$ cat src/rtl/apu_ipc_mbox.sv
// Host/APU inter-processor block: soft-IRQ set/clear, one mailbox FIFO per direction,
// FIFO doorbells and APU run control behind a zero-wait AHB-Lite slave.
module apu_ipc_mbox #(
  parameter int NSOFTIRQ = 2,
  parameter int DEPTH    = 4
) (
  input  logic                clk,
  input  logic                rst_n,
  input  logic [15:0]         ahbls_haddr,
  input  logic [1:0]          ahbls_htrans,
  input  logic                ahbls_hwrite,
  input  logic [2:0]          ahbls_hsize,
  input  logic                ahbls_hready,
  input  logic                ahbls_hmaster,
  output logic                ahbls_hready_resp,
  input  logic [31:0]         ahbls_hwdata,
  output logic [31:0]         ahbls_hrdata,
  output logic                ahbls_hresp,
  output logic                start_apu,
  output logic [NSOFTIRQ-1:0] riscv_softirq,
  output logic [1:0]          fifo_irq
);

  localparam int AW = $clog2(DEPTH);
  localparam int PW = AW + 1;

  localparam logic [2:0] OFF_SET  = 3'd0;
  localparam logic [2:0] OFF_CLR  = 3'd1;
  localparam logic [2:0] OFF_WR   = 3'd2;
  localparam logic [2:0] OFF_RD   = 3'd3;
  localparam logic [2:0] OFF_ST   = 3'd4;
  localparam logic [2:0] OFF_CTRL = 3'd5;

  // FIFO 0 carries host->APU traffic, FIFO 1 carries APU->host; a requester's outgoing
  // FIFO index equals its hmaster value and its incoming FIFO is the other one.
  logic                dp_valid_r;
  logic [2:0]          dp_off_r;
  logic                dp_write_r;
  logic [2:0]          dp_size_r;
  logic                dp_master_r;

  logic [NSOFTIRQ-1:0] softirq_r;
  logic                run_r;
  logic [1:0]          roe_r;
  logic [1:0]          wof_r;
  logic [PW-1:0]       wptr_r [2];
  logic [PW-1:0]       rptr_r [2];
  logic [31:0]         mem_r  [2][DEPTH];

  logic [PW-1:0]       level_s [2];
  logic [1:0]          empty_s;
  logic [1:0]          full_s;
  logic                data_act_s;
  logic                wr_act_s;
  logic                rd_act_s;
  logic                in_s;
  logic                push_s;
  logic                pop_s;
  logic [8:0]          lvl_s;
  logic [31:0]         hrdata_s;
  logic                unused_s;

  assign data_act_s = dp_valid_r & ahbls_hready;
  assign wr_act_s   = data_act_s & dp_write_r & (dp_size_r == 3'b010);
  assign rd_act_s   = data_act_s & ~dp_write_r;
  assign in_s       = ~dp_master_r;
  assign push_s     = wr_act_s & (dp_off_r == OFF_WR) & ~full_s[dp_master_r];
  assign pop_s      = rd_act_s & (dp_off_r == OFF_RD) & ~empty_s[in_s];
  assign unused_s   = ^{ahbls_haddr[15:5], ahbls_haddr[1:0], ahbls_htrans[0], ahbls_hwdata};

  // FIFO occupancy flags derived from the extra pointer MSB
  always_comb begin
    for (int i = 0; i < 2; i++) begin
      level_s[i] = wptr_r[i] - rptr_r[i];
      empty_s[i] = (wptr_r[i] == rptr_r[i]);
      full_s[i]  = (wptr_r[i][PW-1] != rptr_r[i][PW-1]) &&
                   (wptr_r[i][AW-1:0] == rptr_r[i][AW-1:0]);
    end
  end

  // Read data mux, live only during a read data phase
  always_comb begin
    hrdata_s = 32'h0000_0000;
    lvl_s    = 9'(level_s[in_s]);
    if (rd_act_s) begin
      case (dp_off_r)
        OFF_SET, OFF_CLR: hrdata_s = 32'(softirq_r);
        OFF_RD: begin
          if (!empty_s[in_s]) begin
            hrdata_s = mem_r[in_s][rptr_r[in_s][AW-1:0]];
          end else begin
            hrdata_s = 32'h0000_0000;
          end
        end
        OFF_ST:   hrdata_s = {12'h000, wof_r[dp_master_r], roe_r[dp_master_r],
                              ~full_s[dp_master_r], ~empty_s[in_s], 7'h00, lvl_s};
        OFF_CTRL: hrdata_s = {31'h0000_0000, run_r};
        default:  hrdata_s = 32'h0000_0000;
      endcase
    end else begin
      hrdata_s = 32'h0000_0000;
    end
  end

  // Address-phase capture
  always_ff @(posedge clk or negedge rst_n) begin
    if (!rst_n) begin
      dp_valid_r  <= 1'b0;
      dp_off_r    <= 3'd0;
      dp_write_r  <= 1'b0;
      dp_size_r   <= 3'd0;
      dp_master_r <= 1'b0;
    end else if (ahbls_hready) begin
      dp_valid_r  <= ahbls_htrans[1];
      dp_off_r    <= ahbls_haddr[4:2];
      dp_write_r  <= ahbls_hwrite;
      dp_size_r   <= ahbls_hsize;
      dp_master_r <= ahbls_hmaster;
    end
  end

  // Register and pointer updates at the end of the data phase
  always_ff @(posedge clk or negedge rst_n) begin
    if (!rst_n) begin
      softirq_r <= {NSOFTIRQ{1'b0}};
      run_r     <= 1'b0;
      roe_r     <= 2'b00;
      wof_r     <= 2'b00;
      wptr_r[0] <= {PW{1'b0}};
      wptr_r[1] <= {PW{1'b0}};
      rptr_r[0] <= {PW{1'b0}};
      rptr_r[1] <= {PW{1'b0}};
    end else begin
      if (wr_act_s) begin
        case (dp_off_r)
          OFF_SET: softirq_r <= softirq_r | ahbls_hwdata[NSOFTIRQ-1:0];
          OFF_CLR: softirq_r <= softirq_r & ~ahbls_hwdata[NSOFTIRQ-1:0];
          OFF_WR: begin
            if (full_s[dp_master_r]) begin
              wof_r[dp_master_r] <= 1'b1;
            end else begin
              wptr_r[dp_master_r] <= wptr_r[dp_master_r] + PW'(1'b1);
            end
          end
          OFF_ST: begin
            if (ahbls_hwdata[18]) roe_r[dp_master_r] <= 1'b0;
            if (ahbls_hwdata[19]) wof_r[dp_master_r] <= 1'b0;
          end
          OFF_CTRL: begin
            if (!dp_master_r) run_r <= ahbls_hwdata[0];
          end
          default: ;
        endcase
      end
      if (rd_act_s && (dp_off_r == OFF_RD)) begin
        if (pop_s) begin
          rptr_r[in_s] <= rptr_r[in_s] + PW'(1'b1);
        end else begin
          roe_r[dp_master_r] <= 1'b1;
        end
      end
    end
  end

  // Mailbox storage, written only on an accepted push
  always_ff @(posedge clk) begin
    if (push_s) begin
      mem_r[dp_master_r][wptr_r[dp_master_r][AW-1:0]] <= ahbls_hwdata;
    end
  end

  assign ahbls_hready_resp = 1'b1;
  assign ahbls_hresp       = 1'b0;
  assign ahbls_hrdata      = hrdata_s;
  assign start_apu         = run_r;
  assign riscv_softirq     = softirq_r;
  assign fifo_irq          = {~empty_s[0], ~empty_s[1]};

endmodule

$ cat config.mk
export PLATFORM = sky130hd
export DESIGN_NAME = apu_ipc_mbox
export DESIGN_NICKNAME = d
export VERILOG_FILES = /design/src/rtl/apu_ipc_mbox.sv
export SDC_FILE = /design/constraint.sdc
export NUM_CORES = 1
export LEC_CHECK = 0
export BUFFER_PORTS_ARGS = -buffer_cell sky130_fd_sc_hd__buf_4
export CAP_MARGIN = 10
export CORE_MARGIN = 4
export CORE_UTILIZATION = 45
export CTS_CLUSTER_DIAMETER = 30
export CTS_CLUSTER_SIZE = 10
export DETAILED_ROUTE_END_ITERATION = 16
export PLACE_DENSITY = 0.63
export SLEW_MARGIN = 20
export SYNTH_ARGS = -nofsm -noshare
export SYNTH_HDL_FRONTEND = slang
export SYNTH_SLANG_ARGS = --single-unit
$ cat constraint.sdc
create_clock -name clk -period 3.7 [get_ports clk]
set_input_delay 0.74 -clock clk [delete_from_list [all_inputs] [get_ports clk]]
set_output_delay 0.74 -clock clk [all_outputs]
set_load 0.02 [all_outputs]
# Word-level counts from Yosys, hierarchy flattened
# Memories as Yosys holds them, arrays and structs flattened.
# Cells that the tools add are included.
# classes
n_reduce_logical,16
muxes,44
bitwise,26
eq_ne,14
n_lt_le_gt_ge,10
add_sub_neg,4
# ops
operator,count
32-bit two-way mux,5
128-bit two-way mux,1
32-bit one-hot mux with 4 select lines,1
32-bit binary-select mux with 2-bit select,1
32-bit demux with 2-bit select,1
3-bit two-way mux,11
2-bit two-way mux,7
6-bit bitwise mux,2
1-bit two-way mux,10
"3-bit by 2-bit == test with 1-bit output, second input constant",3
1-bit bitwise AND,8
2-bit one-hot mux with 2 select lines,2
1-bit logical AND,7
"3-bit by 1-bit adder with 3-bit output, second input constant",2
2-bit bitwise AND,3
3-bit demux with 1-bit select,2
3-bit == test,2
"3-bit == test, second input constant",2
"3-bit greater-or-equal comparator, second input constant",2
1-bit NOT,6
2-bit NOT with 3-bit output,2
2-bit OR,3
3-bit AND reduction,2
3-bit subtractor,2
other kinds (18),27
# totals
elab_cells,128
ram_bits,256
n_memories,1
out_inout_bits,39
reg_bits,28
in_bits,58
# mem_list
name,words,word_bits,read_ports,rd_clocked_by_memory_dff,wr,line,rtl
mem_r,2,128,1,0,1,48,logic [31:0] mem_r [2][DEPTH];

# Depth between registers and ports, before layout
# logic_depth
depth_word,12
depth_mapped,11
depth_no_buf,7

# Least setup slack after synthesis
# No wires, ideal clock.
# synth_timing
path_type,reg-to-reg
start,reg rptr_r[1] in the netlist's numbering
end,"mem mem_r[1][64] in the netlist's numbering, enable pin"
path_stages_with_launch,8
period_less_slack_ns,2.949
arrival_ns,2.557
slack_ns,0.751
cell_sequence,dfrtp_1 -> clkbuf_1 -> inv_1 -> ha_1 -> nand2_1 -> nor2_1 -> nor4_2 -> and2_1
# synth_between
elab_chain_len,8
# synth_lines
item,line,rtl
"start, declared",47,logic [PW-1:0] rptr_r [2];
"start signal, assigned by index",157,rptr_r[in_s] <= rptr_r[in_s] + PW'(1'b1);
2-bit == test,77,(wptr_r[i][AW-1:0] == rptr_r[i][AW-1:0]);
1-bit logical AND,76,full_s[i] = (wptr_r[i][PW-1] != rptr_r[i][PW-1]) &&
1-bit two-way mux (implied by the code) (2 in a row),67,assign push_s = wr_act_s & (dp_off_r == OFF_WR) & ~full_s[dp_master_r];
1-bit NOT (no line),n/a,
1-bit bitwise AND,67,
1-bit two-way mux,167,if (push_s) begin
128-bit two-way mux (implied by the code),168,mem_r[dp_master_r][wptr_r[dp_master_r][AW-1:0]] <= ahbls_hwdata;
"end, declared",48,
# Every way passes these cells. The select of a mux whose other input is x is not followed.

# Worst setup path after layout
# layout_timing
start,reg dp_master_r
end,out ahbls_hrdata[14]
# layout_between
elab_chain_len,12
word_cells_on_any_way,15
classes_between,11 x mux; 3 x bitwise; 1 x memory
# layout_lines
item,line,rtl
"start, declared",40,logic dp_master_r;
"start signal, assigned",118,dp_master_r <= ahbls_hmaster;
1-bit NOT (no line),n/a,
1-bit NOT with 2-bit output (implied by the code),90,hrdata_s = mem_r[in_s][rptr_r[in_s][AW-1:0]];
3-bit two-way mux (3 in a row),n/a,
2-bit NOT with 3-bit output (implied by the code),90,
32-bit binary-select mux with 2-bit select,90,
32-bit two-way mux (implied by the code) (2 in a row),90,
32-bit two-way mux *,89,if (!empty_s[in_s]) begin
32-bit one-hot mux with 4 select lines *,86,case (dp_off_r)
32-bit two-way mux *,85,if (rd_act_s) begin
"end, declared",17,"output logic [31:0] ahbls_hrdata,"
# Mark *: on every way between the ends. The rest lies on a longest branch, timed or not. The select of a mux whose other input is x is not followed.

==> metrics.txt <==
outcome finished clean; Synth area leaders edfxtp_1 66%, mux4_2 9.0%, dfrtp_1 6.1%; Routed Antenna Nets 0; Starting DRT DRC Count 427; Hold Crit Class in2async; critical path type reg2out; GR Overflow Total 0; WP buf/inv 3; Worst Path Required 2.96 ns; R2R Path End mem_r[1][15]; post-synthesis sequential area ratio 72.5%; flop-to-flop setup slack 0.94 ns; placed cell area 0.0127 mm^2; Setup TNS 0 ns; CTS Buf Count 51; hold_ws 0.102 ns; RSZ-0062 raised after global routing no; layout cell share with drive strength beyond 1 36.4%; minimum clock period 3.57 ns; Async SR Flop Fraction 9.86%; Core Region 0.0253 mm^2; latest clock arrival within the worst-skew pair 0.55 ns; Yosys cell types 64; first-pass GRT wire length 37,900 um; Post-Place Cells 991; R2R Path Start dp_master_r; Root Driver clkbuf_16; Worst Setup SP dp_master_r; Mapped Cells 586; Buffers on Ports 80; number of synthesized flops with an enable pin 256; critical path depth 7; most frequent cells in the layout 256 x edfxtp_1, 98 x buf_4, 51 x clkbuf_16; dpl ws 0.522 ns; TritonCTS clock tree yes; worst setup margin 0.128 ns; io pins 97; # rows 58; antenna violations before repair 0; DR WL/cell 22.6 um; syn avg cell area 19.7 um^2; YS warnings 0; crit path to ahbls_hrdata[14]; Leak Pwr 5.10 nW; Finished Cell Area 0.0144 mm^2; Final #Nets 785; placer congestion estimate 0.889; antenna cells 0; critical path's top delay family buffers and inverters; CTS Hold Bufs 0; Reg clk slew, reported paths 0.05 ns; syn_nets 655; worst path cell trace and2_4, a21oi_4, inv_2, buf_12, mux4_2, a22o_1, buf_4; DRT Pass-1 Iters 4; via/cell ratio 5.52; post_cts resized 0; Seq cells post-synth 284; Slew HR 56.3%; die area 0.0283 mm^2; Worst Path Arrival 2.83 ns; power per cell area 636 mW/mm^2; Clock Skew 0.0311 ns; Critical Path Sink Type output pin; Setup violations, final 0; peak supply drop 0.000402 V; Worst Max-Slew Pin Slew 0.654 ns; largest net degree at the start of global routing 33; count of pins over their slew limit 0; most common cell after layout, fill and taps aside edfxtp_1; total power 9.16 mW; Worst Setup Start Kind flip-flop; vias in the first global route 6,430; Final Cycle Share 96.6%; Die X 168 um; H-tree depth 2; HPWL after DPL 14,400 um; drt total wl 24,600 um; routed vias 5,999; Total GRT Usage 17.4%; fmax 280 MHz; final hold violations 0; initial core utilization 45.8%; post-CTS setup buffer count 0; Bufs on Longest Clock Path 3; Slowest-stage cell, CP dfrtp_4; Max-Cap Viols 0; crit-path max cell delay 0.64 ns; Cell Area, Synth 0.0116 mm^2; Main synth FF type edfxtp_1; post-layout util 57.1%; final std cells w/o fill 1,086; share of the synthesized area in the top cell type 66.5%; FF-to-FF path depth 7; leading area contributor after synthesis edfxtp_1; CP max FO 27; residual DRC count 0; CTS sink cnt 284; area growth from synthesis to layout 24.6%; Die Ht 168 um
## per-layer routing
layer,track usage (%),vias up,part of all wire [%]
met2,28.1,153,49
met1,24.2,3136,44
met5,0,-,0
met4,4.66,0,1.3
li1,-,2680,-
met3,4.02,30,5.6
## logic make-up after synthesis
kind of cell / Yosys count / synth area share, %
AOI/OAI and AO/OA: 65 / 4.98
and+or+nand+nor: 80 / 4.04
buffers and inverters: 46 / 2.29
xor gates and xnor gates: 13 / 1.05
muxes: 85 / 13.7
DFF: 284 / 72.5
other: 2 / 0.0649
adders and majority gates: 11 / 1.32
## cell usage after synthesis (3+ instances only)
cell type and count:
buf_6 7, edfxtp_1 256, nor3_1 5, mux4_1 8, and3b_1 3, buf_2 14
clkbuf_1 5, a21oi_1 5, nand2_1 20, inv_1 12, mux4_2 46, nor2_1 9
a22o_1 25, xor2_1 3, o211ai_1 3, ha_1 9, and2_1 9, and3_1 3
o31ai_1 3, dfrtp_1 28, mux2i_1 15, buf_4 3, xnor2_1 9, mux2_2 15
o221ai_1 8, nand3_1 9
## worst register-to-register path, delay by kind of cell (launching register included)
| kind | cells | cell delay [ns] |
|---|---|---|
| DFF | 1 | 0.62 |
| buffers and inverters | 4 | 0.91 |
| and+or+nand+nor | 1 | 0.44 |
| adders and majority gates | 1 | 0.26 |
| AOI/OAI and AO/OA | 1 | 0.23 |
## registers in the layout, summed over array words and instances, names as in the netlist, named ones only
name         flops
dp_write_r       1
start_apu        1
dp_off_r         3
wptr_r           6
dp_size_r        3
rptr_r           6
roe_r            2
dp_master_r      1
dp_valid_r       1
mem_r          256
## worst min-delay path by stage
stage | to | slack [ns] | cells past startpoint
detailed placement | roe_r[1] | 0.47 | 1
global route | rptr_r[1] | 0.12 | 1
global placement | roe_r[1] | 0.47 | 1
CTS | wptr_r[5] | 0.1 | 1
floorplan | asynchronous set/reset pin | 0.44 | 0
finish | wptr_r[5] | 0.10 | 1
## power by group
group          total [mW]  internal (mW)  switching [mW]
clock                4.45           2.90            1.55
sequential           3.59           3.55          0.0471
combinational        1.12          0.516           0.609
## cell type report
| cell class | count | area, um^2 |
|---|---|---|
| Multi-Input combinational cell | 256 | 2920 |
| Clock buffer | 60 | 1310 |
| Fill cell | 1936 | 10800 |
| Timing Repair Buffer | 109 | 956 |
| Tap cell | 330 | 413 |
| Inverter | 14 | 52.6 |
| Clock inverter | 33 | 368 |
| Sequential cell | 284 | 8390 |
No activity file was read; power rests on OpenSTA's default activity.
